[src/rtl/pla_sweep_pkg.sv]
// rtl/pla_sweep_pkg.sv - shared types and defaults for the PLA sweep controller
// Contents: sweep FSM state encoding, default MISR polynomial and seed.
package pla_sweep_pkg;

  typedef enum logic [1:0] {
    ST_IDLE   = 2'd0,
    ST_SETTLE = 2'd1,
    ST_SAMPLE = 2'd2,
    ST_DONE   = 2'd3
  } state_t;

  localparam logic [15:0] SIG_POLY_DEF = 16'h1021;
  localparam logic [15:0] SIG_SEED_DEF = 16'hFFFF;

endpackage

[src/rtl/pla_sweep_ctrl_if.sv]
// rtl/pla_sweep_ctrl_if.sv - control/result bundle between sweep controller and harness
// Signals:
//   start, abort       harness -> ctrl  sweep control levels
//   vec_o              ctrl -> harness  vector driven onto both function instances
//   dut_y_i, ref_y_i   harness -> ctrl  DUT and golden function outputs
//   busy, done         ctrl -> harness  sweep status
//   onset_cnt, mismatch_cnt, first_mm_vec, first_mm_valid, signature
//                      ctrl -> harness  accumulated results
// Modports: master = harness side, slave = controller side.
interface pla_sweep_ctrl_if #(
  parameter int N_IN  = 9,
  parameter int SIG_W = 16
) ();

  logic              start;
  logic              abort;
  logic [N_IN-1:0]   vec_o;
  logic              dut_y_i;
  logic              ref_y_i;
  logic              busy;
  logic              done;
  logic [N_IN:0]     onset_cnt;
  logic [N_IN:0]     mismatch_cnt;
  logic [N_IN-1:0]   first_mm_vec;
  logic              first_mm_valid;
  logic [SIG_W-1:0]  signature;

  modport master (
    output start, abort, dut_y_i, ref_y_i,
    input  vec_o, busy, done, onset_cnt, mismatch_cnt,
           first_mm_vec, first_mm_valid, signature
  );

  modport slave (
    input  start, abort, dut_y_i, ref_y_i,
    output vec_o, busy, done, onset_cnt, mismatch_cnt,
           first_mm_vec, first_mm_valid, signature
  );

endinterface

[src/rtl/pla_misr.sv]
// rtl/pla_misr.sv - single-input signature register over the DUT function output
// Ports:
//   clk, rst_n  clock, asynchronous active-low reset (loads SIG_SEED)
//   clear       load SIG_SEED (wins over enable)
//   enable      shift one bit of data_in into the signature
//   data_in     serial input bit, folded into bit 0
//   sig_out     current signature
module pla_misr
  import pla_sweep_pkg::*;
#(
  parameter int               SIG_W    = 16,
  parameter logic [SIG_W-1:0] SIG_POLY = SIG_W'(SIG_POLY_DEF),
  parameter logic [SIG_W-1:0] SIG_SEED = SIG_W'(SIG_SEED_DEF)
) (
  input  logic             clk,
  input  logic             rst_n,
  input  logic             clear,
  input  logic             enable,
  input  logic             data_in,
  output logic [SIG_W-1:0] sig_out
);

  logic [SIG_W-1:0] sig_q;
  logic [SIG_W-1:0] sig_nxt;

  // Galois-style step: shift left, fold the polynomial when the MSB falls
  // out, then fold the new data bit into bit 0.
  always_comb begin
    sig_nxt = {sig_q[SIG_W-2:0], 1'b0}
            ^ (sig_q[SIG_W-1] ? SIG_POLY : '0)
            ^ {{(SIG_W-1){1'b0}}, data_in};
  end

  always_ff @(posedge clk or negedge rst_n) begin
    if (!rst_n) begin
      sig_q <= SIG_SEED;
    end else if (clear) begin
      sig_q <= SIG_SEED;
    end else if (enable) begin
      sig_q <= sig_nxt;
    end
  end

  assign sig_out = sig_q;

endmodule

[src/rtl/pla_sweep_ctrl.sv]
// rtl/pla_sweep_ctrl.sv - exhaustive input sweep and equivalence accumulator for PLA functions
// Ports:
//   clk    rising-edge clock
//   rst_n  asynchronous active-low reset
//   bus    pla_sweep_ctrl_if.slave: start/abort in, vec_o out, dut_y_i/ref_y_i in,
//          busy/done and onset/mismatch/first-mismatch/signature results out
// Each vector is held for SETTLE cycles in SETTLE, then sampled for one cycle
// in SAMPLE, giving SETTLE+1 cycles per vector over all 2^N_IN vectors.
module pla_sweep_ctrl
  import pla_sweep_pkg::*;
#(
  parameter int               N_IN     = 9,
  parameter int               SETTLE   = 1,
  parameter int               SIG_W    = 16,
  parameter logic [SIG_W-1:0] SIG_POLY = SIG_W'(SIG_POLY_DEF),
  parameter logic [SIG_W-1:0] SIG_SEED = SIG_W'(SIG_SEED_DEF)
) (
  input logic              clk,
  input logic              rst_n,
  pla_sweep_ctrl_if.slave  bus
);

  localparam int         CW        = N_IN + 1;
  localparam logic [3:0] WAIT_LOAD = 4'(SETTLE - 1);

  state_t           state;
  state_t           state_nxt;
  logic [3:0]       wait_cnt;
  logic [N_IN-1:0]  vec_q;
  logic [CW-1:0]    onset_q;
  logic [CW-1:0]    mm_q;
  logic [N_IN-1:0]  first_q;
  logic             first_valid_q;

  logic             accept;
  logic             sample_en;
  logic             last_vec;
  logic             mismatch;
  logic             busy_c;
  logic             done_c;

  // Start is honoured only from IDLE or DONE and takes priority over abort
  // there; abort only matters while a sweep is in flight.
  assign accept    = ((state == ST_IDLE) || (state == ST_DONE)) && bus.start;
  assign sample_en = (state == ST_SAMPLE) && !bus.abort;
  assign last_vec  = &vec_q;
  assign mismatch  = bus.dut_y_i ^ bus.ref_y_i;

  // State register
  always_ff @(posedge clk or negedge rst_n) begin
    if (!rst_n) begin
      state <= ST_IDLE;
    end else begin
      state <= state_nxt;
    end
  end

  // Next-state logic
  always_comb begin
    state_nxt = state;
    case (state)
      ST_IDLE, ST_DONE: begin
        if (bus.start) state_nxt = ST_SETTLE;
      end
      ST_SETTLE: begin
        if (bus.abort)          state_nxt = ST_IDLE;
        else if (wait_cnt == 0) state_nxt = ST_SAMPLE;
      end
      ST_SAMPLE: begin
        if (bus.abort)     state_nxt = ST_IDLE;
        else if (last_vec) state_nxt = ST_DONE;
        else               state_nxt = ST_SETTLE;
      end
      default: state_nxt = ST_IDLE;
    endcase
  end

  // Output decode
  always_comb begin
    busy_c = 1'b0;
    done_c = 1'b0;
    case (state)
      ST_SETTLE, ST_SAMPLE: busy_c = 1'b1;
      ST_DONE:              done_c = 1'b1;
      default:              ;
    endcase
  end

  // Vector, wait counter and accumulators
  always_ff @(posedge clk or negedge rst_n) begin
    if (!rst_n) begin
      wait_cnt      <= '0;
      vec_q         <= '0;
      onset_q       <= '0;
      mm_q          <= '0;
      first_q       <= '0;
      first_valid_q <= 1'b0;
    end else if (accept) begin
      wait_cnt      <= WAIT_LOAD;
      vec_q         <= '0;
      onset_q       <= '0;
      mm_q          <= '0;
      first_q       <= '0;
      first_valid_q <= 1'b0;
    end else if ((state == ST_SETTLE) && !bus.abort) begin
      if (wait_cnt != 0) wait_cnt <= wait_cnt - 4'd1;
    end else if (sample_en) begin
      onset_q <= onset_q + CW'(bus.dut_y_i);
      if (mismatch) begin
        mm_q <= mm_q + CW'(1);
        if (!first_valid_q) begin
          first_q       <= vec_q;
          first_valid_q <= 1'b1;
        end
      end
      // The all-ones vector is the last one; vec_o stays on it in DONE.
      if (!last_vec) begin
        vec_q    <= vec_q + N_IN'(1);
        wait_cnt <= WAIT_LOAD;
      end
    end
  end

  pla_misr #(
    .SIG_W    (SIG_W),
    .SIG_POLY (SIG_POLY),
    .SIG_SEED (SIG_SEED)
  ) u_misr (
    .clk     (clk),
    .rst_n   (rst_n),
    .clear   (accept),
    .enable  (sample_en),
    .data_in (bus.dut_y_i),
    .sig_out (bus.signature)
  );

  assign bus.vec_o          = vec_q;
  assign bus.busy           = busy_c;
  assign bus.done           = done_c;
  assign bus.onset_cnt      = onset_q;
  assign bus.mismatch_cnt   = mm_q;
  assign bus.first_mm_vec   = first_q;
  assign bus.first_mm_valid = first_valid_q;

endmodule
[src/flat_wrapper.sv]
// flat-port wrapper written by rule: the top's interface ports become plain ports
module pla_sweep_ctrl_flat import pla_sweep_pkg::*;
#(
  parameter int               N_IN     = 9,
  parameter int               SETTLE   = 1,
  parameter int               SIG_W    = 16,
  parameter logic [SIG_W-1:0] SIG_POLY = SIG_W'(SIG_POLY_DEF),
  parameter logic [SIG_W-1:0] SIG_SEED = SIG_W'(SIG_SEED_DEF)
)
  (clk, rst_n, bus_start, bus_abort, bus_dut_y_i, bus_ref_y_i, bus_vec_o, bus_busy, bus_done, bus_onset_cnt, bus_mismatch_cnt, bus_first_mm_vec, bus_first_mm_valid, bus_signature);
  pla_sweep_ctrl_if #(.N_IN(N_IN), .SIG_W(SIG_W)) bus_i ();
  input logic clk;
  input logic rst_n;
  input wire logic [$bits(bus_i.start)-1:0] bus_start;
  input wire logic [$bits(bus_i.abort)-1:0] bus_abort;
  input wire logic [$bits(bus_i.dut_y_i)-1:0] bus_dut_y_i;
  input wire logic [$bits(bus_i.ref_y_i)-1:0] bus_ref_y_i;
  output wire logic [$bits(bus_i.vec_o)-1:0] bus_vec_o;
  output wire logic [$bits(bus_i.busy)-1:0] bus_busy;
  output wire logic [$bits(bus_i.done)-1:0] bus_done;
  output wire logic [$bits(bus_i.onset_cnt)-1:0] bus_onset_cnt;
  output wire logic [$bits(bus_i.mismatch_cnt)-1:0] bus_mismatch_cnt;
  output wire logic [$bits(bus_i.first_mm_vec)-1:0] bus_first_mm_vec;
  output wire logic [$bits(bus_i.first_mm_valid)-1:0] bus_first_mm_valid;
  output wire logic [$bits(bus_i.signature)-1:0] bus_signature;
  assign bus_i.start = bus_start;
  assign bus_i.abort = bus_abort;
  assign bus_i.dut_y_i = bus_dut_y_i;
  assign bus_i.ref_y_i = bus_ref_y_i;
  assign bus_vec_o = bus_i.vec_o;
  assign bus_busy = bus_i.busy;
  assign bus_done = bus_i.done;
  assign bus_onset_cnt = bus_i.onset_cnt;
  assign bus_mismatch_cnt = bus_i.mismatch_cnt;
  assign bus_first_mm_vec = bus_i.first_mm_vec;
  assign bus_first_mm_valid = bus_i.first_mm_valid;
  assign bus_signature = bus_i.signature;
  pla_sweep_ctrl #(.N_IN(N_IN), .SETTLE(SETTLE), .SIG_W(SIG_W), .SIG_POLY(SIG_POLY), .SIG_SEED(SIG_SEED)) u_core (.clk(clk), .rst_n(rst_n), .bus(bus_i));
endmodule
[config.mk]
export PLATFORM = sky130hd
export DESIGN_NAME = pla_sweep_ctrl_flat
export DESIGN_NICKNAME = d
export VERILOG_FILES = /design/src/rtl/pla_sweep_pkg.sv /design/src/rtl/pla_sweep_ctrl_if.sv /design/src/rtl/pla_misr.sv /design/src/rtl/pla_sweep_ctrl.sv /design/src/flat_wrapper.sv
export SDC_FILE = /design/constraint.sdc
export NUM_CORES = 1
export LEC_CHECK = 0
export CAP_MARGIN = 20
export CORE_MARGIN = 1.5
export CORE_UTILIZATION = 63
export DETAILED_ROUTE_END_ITERATION = 10
export DONT_BUFFER_PORTS = 1
export PLACE_DENSITY = 0.79
export SLEW_MARGIN = 20
export SYNTH_ARGS = -nofsm -noshare
export SYNTH_HDL_FRONTEND = slang
export SYNTH_HIERARCHICAL = 1
export SYNTH_SLANG_ARGS = --single-unit
[constraint.sdc]
create_clock -name clk -period 2.9 [get_ports clk]
set_input_delay 0.58 -clock clk [delete_from_list [all_inputs] [get_ports clk]]
set_output_delay 0.58 -clock clk [all_outputs]
set_load 0.02 [all_outputs]
Word-level counts from Yosys, hierarchy flattened
Cells that the tools add are included.
{"block": "word_totals", "regBits": 61, "inputBits": 6, "output_inout_bits": 57, "wordCells": 81}
{"block": "classes", "addsub": 4, "eq_ne": 10, "n_mux": 36, "bitwise": 3, "reduce_logical": 20}
{"cell": "$mux 9", "n": 9}
{"cell": "$mux 10", "n": 7}
{"cell": "$mux 16", "n": 2}
{"cell": "$mux 4", "n": 5}
{"cell": "$xor 16x1->16", "n": 1}
{"cell": "$xor 16x16->16", "n": 1}
{"cell": "$mux 13", "n": 1}
{"cell": "$add 10x1->10", "n": 1}
{"cell": "$add 10x1->10 const B", "n": 1}
{"cell": "$mux 2", "n": 5}
{"cell": "$add 9x1->9 const B", "n": 1}
{"cell": "$ne 3x2->1 const B", "n": 3}
{"cell": "$reduce_and 3->1", "n": 3}
{"cell": "$reduce_and 9->1", "n": 1}
{"cell": "$mux 1", "n": 6}
{"cell": "$pmux 2 s3", "n": 1}
{"cell": "$eq 2x2->1 const B", "n": 2}
{"cell": "$logic_not 4->1", "n": 1}
{"cell": "$ne 2x1->1 const B", "n": 2}
{"cell": "$ne 2x2->1 const B", "n": 2}
{"cell": "$reduce_and 2->1", "n": 2}
{"cell": "$reduce_and 4->1", "n": 1}
{"cell": "$reduce_bool 2->1", "n": 2}
{"cell": "$reduce_bool 4->1", "n": 1}
{"cell": "other kinds (9)", "n": 12}

Logic depth before layout (Yosys ltp)
Gate-level depths: netlist (run 1).
{"block": "depth", "ltp_word": 5, "mapped_depth": 8, "mapped_depth_nobuf": 7}

Cells and area by module
The synthesis (run 1) kept the hierarchy.
{"mod": "pla_sweep_ctrl", "n_inst": 1, "cells_each": 225, "area_each_um2": 2257.2, "seq_area_each_um2": 1126.1}
{"mod": "pla_misr", "n_inst": 1, "cells_each": 57, "area_each_um2": 718.2, "seq_area_each_um2": 420.4}

Worst setup path before layout (run 1)
No wires, ideal clock.
{"block": "synth_timing", "kind": "reg-to-reg", "start": "register u_core.vec_q[5] (netlist: u_core/bus.vec_o[5])", "end": "register u_core.vec_q[7] (netlist: u_core/bus.vec_o[7])", "setup_ns": 0.128, "arrival_ns": 2.176, "required_time_ns": 2.772, "setup_slack_ns": 0.596, "path_stages_with_launch": 8, "n_path_buf": 0, "period_less_slack_ns": 2.304, "path_cell_list": "dfrtp_1 -> and4_1 -> and4_1 -> ha_1 -> nor4b_2 -> nand4_1 -> xnor2_1 -> nor2b_1"}
{"block": "synth_via", "elab_chain_len": 5, "elab_cells_between_ends": 8, "cone_classes": "add/sub: 1; eq/ne: 1; mux: 4; reduce/logical: 2"}
{"item": "start, declared", "line": "pla_sweep_ctrl.sv:29", "rtl": "logic [N_IN-1:0] vec_q;"}
{"item": "start signal, assigned", "line": "pla_sweep_ctrl.sv:118", "rtl": "vec_q <= vec_q + N_IN'(1);"}
{"item": "$add 9x1->9", "line": "pla_sweep_ctrl.sv:118"}
{"item": "$mux 9", "line": "pla_sweep_ctrl.sv:117", "rtl": "if (!last_vec) begin"}
{"item": "$mux 9", "line": "pla_sweep_ctrl.sv:107", "rtl": "end else if (sample_en) begin"}
{"item": "$mux 9", "line": "pla_sweep_ctrl.sv:105", "rtl": "end else if ((state == ST_SETTLE) && !bus.abort) begin"}
{"item": "$mux 9", "line": "pla_sweep_ctrl.sv:98", "rtl": "end else if (accept) begin"}
Parallel ways exist; a longest one is shown, timed or not. The select of a mux whose other input is x is not followed.
A chain may end at the register's enable or synchronous reset.

Worst setup path in the final report (run 1)
Ends and elaborated chain as after synthesis.

==> impl_metrics.py, run 1 <==
metrics = {
    "sta": {
        "slew_viol_final": 0,
        "slew_headroom": 0.5929,
        "rsz0062_at_grt": "no",
        "setup_viol": 0,
        "worst-slew-pin-transition_ns": 0.6106,
        "fin_crit_sh": 0.7782,
        "fmax_ghz": 0.4431,
        "clock_skew_ns": 0.008381,
        "post-route-min-period_ns": 2.257,
        "hold_viol": 0,
        "tns_ns": 0,
    },
    "outcome": {
        "violations": "design-rule violations",
        "status": "finished, violations left",
    },
    "yosys": {
        "syn_area_per_cell_um2": 10.55,
        "synth_seq_cells": 61,
        "netlist_instances": 282,
        "synth-edff-count": 0,
        "synthTopCellsByArea": "dfrtp_1 38%, dfstp_2 14%, xor2_1 4.4%",
        "syn-num-nets": 298,
        "syn_area_um2": 2975,
        "yosysWarnings": 6,
        "synth_ff_type": "dfrtp_1",
        "async_flop_share": 1.000,
        "synth_top_area_share": 0.3785,
        "yosysTopAreaCell": "dfrtp_1",
        "yosysMostFrequentCell": "dfrtp_1",
        "synth_common_cells": "45 x dfrtp_1, 31 x nor2_1, 17 x nor2b_1",
        "ys_seq_area_frac": 0.5198,
        "yosysUniqueCellTypes": 38,
    },
    "worst_setup_path": {
        "critPathArrivalTime_ns": 2.49,
        "path_max_fanout": 10,
        "critPathLaunch": "u_core/bus.vec_o[5]",
        "reg2reg_from": "u_core/bus.vec_o[5]",
        "worstPathRequired_ns": 3.13,
        "worst_setup_path_end_kind": "flop",
        "worst_setup_path_start_kind": "flop",
        "critical_path_class": "flop to flop",
    },
    "detailed_routing": {
        "drtIter0Drc": 160,
        "wl_per_cell_um": 17.33,
        "drt_pre_antenna_iters": 7,
        "via_count": 2154,
        "drc": 4,
        "wirelength_mm": 5.945,
        "ant_nets": 0,
        "drt-vias-per-instance": 6.280,
    },
    "die": {
        "die-area_um2": 5144,
        "row_count": 24,
        "start_util": 0.6695,
        "core_area_um2": 4444,
        "die_h_um": 71.72,
        "die_x_um": 71.72,
        "pin_count": 63,
    },
    "layout": {
        "n_antenna_cell": 0,
        "drive_gt1_frac": 0.1512,
        "area_delta_synth_final_pct": 11.10,
        "fin_area_um2": 3306,
        "fillers": 307,
        "nets": 302,
    },
    "placement": {
        "placed_area_um2": 3020,
        "gp_congestion": 0.8370,
        "hpwlAfterDp_mm": 3.794,
        "portBuffers": 0,
    },
    "clocking": {
        "numCtsBuffers": 9,
        "cts_sinks": 61,
        "clkSlewWorstSetupHoldPaths_ns": 0.07,
        "cts_tree": "yes",
        "postCtsSetupBuffers": 0,
        "cts_htree_levels": 3,
        "cts_resized": 0,
        "cts_max_path_buffers": 2,
        "clkLatencyLatePin_ns": 0.34,
        "root_buffer": "clkbuf_8",
    },
    "global_routing": {
        "grt_usage": 0.2580,
        "grt_max_degree": 46,
        "grt-ovfl-total": 0,
        "grt_first_pass_wirelength_mm": 10.17,
        "grt_pass1_vias": 2236,
        "antenna_found_initial": 0,
    },
    "power": {
        "p_leak_nw": 1.486,
        "p_per_area_nw_per_um2": 884.1,
        "max-vdd-ir-drop_mv": 0.5261,
    },
    "job": {
        "maxCapViolCount": 0,
    },
    "min_path": {
        "min_path_type": "primary input to asynchronous set/reset pin",
    },
}
-- cells by family after synthesis --
logic type	synth area share
compound gates	0.07948
xor+xnor	0.07654
fa+ha+maj	0.04205
buf+inv	0.03112
flops	0.5198
mux	0.03364
simple gates	0.2174
-- stage by stage --
step / utilization / cells / power [mW] / worst slack [ns] / hold WS [ns]
final: 0.7438 / 343 / 2.922 / 0.6431 / 0.07753
after global routing: 0.7438 / 343 / 3.058 / 0.5443 / 0.06290
after CTS: 0.7438 / 343 / 2.939 / 0.6426 / 0.06737
after detailed placement: 0.6796 / 326 / 1.966 / 0.6765 / 0.2858
after global placement: 0.6796 / 326 / 1.945 / 0.7316 / 0.2857
after floorplan: - / 282 / 1.824 / 0.5963 / 0.2844
-- final cells by class --
cell class                 count  area (um^2)  share of cell area
clock buffer                  11        151.4             0.04580
multi-input combinational    202         1340              0.4054
clock inverter                 5        106.4             0.03217
sequential                    61         1546              0.4678
tap                           52        65.06             0.01968
inverter                       7        26.28            0.007949
timing repair buffer           5        70.07             0.02120
-- sequential cells by signal, indices dropped and copies added, names as in the netlist --
register                   flops
u_core/bus.first_mm_valid      1
u_core/bus.vec_o               9
u_core/state                   2
u_core/bus.mismatch_cnt       10
u_core/bus.first_mm_vec        9
u_core/wait_cnt                4
u_core/bus.onset_cnt          10
u_core/u_misr/sig_out         16
-- where the power goes --
group	total [mW]	internal, mW	switching, mW
registers	1.35	1.06	0.283
logic	0.624	0.258	0.365
clock network	0.952	0.619	0.333
-- cell usage in the layout, fill, tap and decap left out, drive strengths merged, types with 2 or more instances in the layout --
master	Yosys	final
dfrtp	45	45
clkbuf	7	11
nand3	14	14
mux2i	10	10
nor2	31	31
buf	5	5
nand2	16	16
and3	3	3
nor3	6	6
nor4	2	2
nand4	9	9
nor2b	17	17
bufinv	0	3
ha	10	10
dfstp	16	16
o21ai	4	4
nor4b	2	2
inv	7	7
and4	3	3
a211o	13	13
or3	7	7
xnor2	11	11
xor2	15	15
a21oi	16	16
and2	3	3
or3b	2	2
-- worst max-delay path, cell delays in order, from the launching register on --
cell and delay [ns]:
dfrtp_1 0.50, and4_1 0.29, and4_1 0.21, ha_1 0.22, nor4b_2 0.26, buf_4 0.22, nand4_1 0.14, xnor2_1 0.16
nor2b_1 0.14
-- layer usage --
| layer | global-route usage | wire, um | vias up |
|---|---|---|---|
| met5 | 0 | 0 | - |
| met4 | 0.1447 | 146 | 0 |
| met3 | 0.07595 | 315 | 15 |
| met2 | 0.4198 | 2935 | 69 |
| met1 | 0.3071 | 2547 | 1077 |
| li1 | - | - | 993 |
-- path summary, 6_finish.rpt --
check                      cells past startpoint  slack, ns                        to
min in group clk                               2       0.42  u_core/u_misr/sig_out[0]
setup / recovery                               8       0.64       u_core/bus.vec_o[7]
setup reg to reg                               8       0.64       u_core/bus.vec_o[7]
hold / removal                                 1       0.08   u_core/bus.onset_cnt[7]
hold reg to reg                                2       0.56        u_core/wait_cnt[0]
max in group asynchronous                      1       2.61       u_core/bus.vec_o[0]
-- what timing repair did --
action,in CTS,in global routing
hold endpoints to repair,45,0
hold buffers,1,0
endpoints found under the setup margin,0,0
Power figures use the tool's default switching activity.
==> run 2: changes to the inputs <==
==> constraint.sdc (replaced) <==
create_clock -name clk -period 2.2 [get_ports clk]
set_input_delay 0.44 -clock clk [delete_from_list [all_inputs] [get_ports clk]]
set_output_delay 0.44 -clock clk [all_outputs]
set_load 0.02 [all_outputs]
==> impl_metrics.py, run 2 (synthesized netlist as in run 1, its figures left out) <==
metrics = {
    "outcome": {
        "status": "finished, violations left",
        "violations": "design-rule violations",
    },
    "die": {
        "die-area_um2": 5144,
        "row_count": 24,
        "pin_count": 63,
        "die_x_um": 71.72,
        "start_util": 0.6695,
        "core_area_um2": 4444,
        "die_h_um": 71.72,
    },
    "worst_setup_path": {
        "critPathLaunch": "u_core/state[0]",
        "critPathArrivalTime_ns": 2.47,
        "reg2reg_to": "u_core/bus.mismatch_cnt[9]",
        "reg2reg_slack_ns": 0.004,
        "worst_setup_path_start_kind": "flop",
        "path_max_fanout": 5,
        "critical_path_class": "flop to flop",
        "endpoint": "u_core/bus.mismatch_cnt[9]",
        "worst_setup_path_end_kind": "flop",
        "rr_worst_depth": 6,
        "reg2reg_from": "u_core/state[0]",
        "worstPathRequired_ns": 2.47,
    },
    "detailed_routing": {
        "drt-vias-per-instance": 6.120,
        "wl_per_cell_um": 17.89,
        "via_count": 2240,
        "ant_nets": 0,
        "drt_pre_antenna_iters": 7,
        "drtIter0Drc": 144,
        "wirelength_mm": 6.548,
        "drc": 3,
    },
    "clocking": {
        "clkLatencyLatePin_ns": 0.34,
        "root_buffer": "clkbuf_8",
        "cts_max_path_buffers": 2,
        "cts_sinks": 61,
        "cts_tree": "yes",
        "numCtsBuffers": 9,
        "cts_htree_levels": 3,
        "clkSlewWorstSetupHoldPaths_ns": 0.07,
    },
    "layout": {
        "n_antenna_cell": 0,
        "final_util": 0.7739,
        "final_cell_mix": "45 x dfrtp_1, 31 x nor2_1, 26 x buf_4",
        "nets": 325,
        "largest_reg_flops": 16,
        "final_common_cell": "dfrtp_1",
        "area_delta_synth_final_pct": 15.60,
        "drive_gt1_frac": 0.2229,
        "regArea_um2": 1546,
        "fillers": 294,
        "multi_input_area_um2": 1364,
    },
    "global_routing": {
        "grt_usage": 0.2555,
        "grt_max_degree": 62,
        "grt_first_pass_wirelength_mm": 10.14,
        "antenna_found_initial": 0,
        "grt-ovfl-total": 0,
        "grt_pass1_vias": 2084,
    },
    "sta": {
        "setup_viol": 0,
        "fin_crit_sh": 0.9982,
        "fmax_ghz": 0.4554,
        "rsz0062_at_grt": "yes",
        "slew_viol_final": 0,
        "tns_ns": 0,
        "worst_slack_ns": 0.003931,
        "post-route-min-period_ns": 2.196,
        "slew_headroom": 0.5473,
        "clock_skew_ns": 0.008928,
        "worst-slew-pin-transition_ns": 0.6768,
        "hold_viol": 0,
    },
    "min_path": {
        "hp-start": "bus_dut_y_i",
        "min_path_type": "primary input to flop",
    },
    "placement": {
        "portBuffers": 0,
        "gp_congestion": 0.8309,
        "post-place-ws_ns": 0.05384,
        "hpwlAfterDp_mm": 4.008,
    },
    "power": {
        "p_leak_nw": 1.591,
        "p_per_area_nw_per_um2": 1073,
        "finalPower_mw": 3.691,
        "max-vdd-ir-drop_mv": 0.5609,
    },
    "job": {
        "maxCapViolCount": 0,
    },
}
run 2: power breakdown:
part | switching (mW) | internal, mW
combinational | 0.539 | 0.395
sequential | 0.358 | 1.40
clock | 0.431 | 0.564
run 2: critical path: stages (launching register included):
cell	delay, ns
dfrtp_1	0.41
inv_1	0.10
ha_1	0.18
or3b_4	0.43
or3_4	0.42
or4_4	0.43
a21oi_2	0.15
run 2: area by class of cell:
| class | instances | share of cell area |
|---|---|---|
| sequential | 61 | 0.4496 |
| clock buffer | 13 | 0.05529 |
| clock inverter | 3 | 0.004365 |
| multi-input combinational | 202 | 0.3965 |
| inverter | 7 | 0.007639 |
| tap | 52 | 0.01892 |
| timing repair buffer | 28 | 0.06766 |
run 2: worst min-delay path by stage:
| stage | cells after the start | end | slack, ns |
|---|---|---|---|
| 2_1_floorplan | 0 | u_core/bus.first_mm_valid | 0.14 |
| 3_3_place_gp | 0 | u_core/bus.onset_cnt[6] | 0.15 |
| 3_5_place_dp | 0 | u_core/bus.onset_cnt[6] | 0.15 |
| 4_1_cts | 2 | u_core/u_misr/sig_out[0] | 0.25 |
| 5_1_grt | 2 | u_core/u_misr/sig_out[0] | 0.29 |
| 6_report | 2 | u_core/u_misr/sig_out[0] | 0.26 |
run 2: per-layer routing:
| layer | wire length (um) | vias to the layer above | share of wire | track usage |
|---|---|---|---|---|
| met2 | 3190 | 98 | 0.49 | 0.3796 |
| met3 | 490 | 13 | 0.075 | 0.07032 |
| li1 | - | 1040 | - | - |
| met4 | 133 | 0 | 0.020 | 0.1090 |
| met5 | 0 | - | 0 | 0 |
| met1 | 2734 | 1089 | 0.42 | 0.3561 |
run 2: timing repair:
item                                    CTS  global route
hold buffers                              2             0
endpoints found under the hold margin    61             0
setup buffers                             0             9
resized for setup                         0             4
endpoints found under the setup margin    0            10
run 2: stage by stage:
stage                     cells  hold WS, ns  area, um^2
after floorplan             282       0.1444        2984
after global placement      339       0.1457        3114
after detailed placement    339       0.1457        3114
after CTS                   357       0.2489        3357
after global routing        366       0.2857        3440
final                       366       0.2636        3440
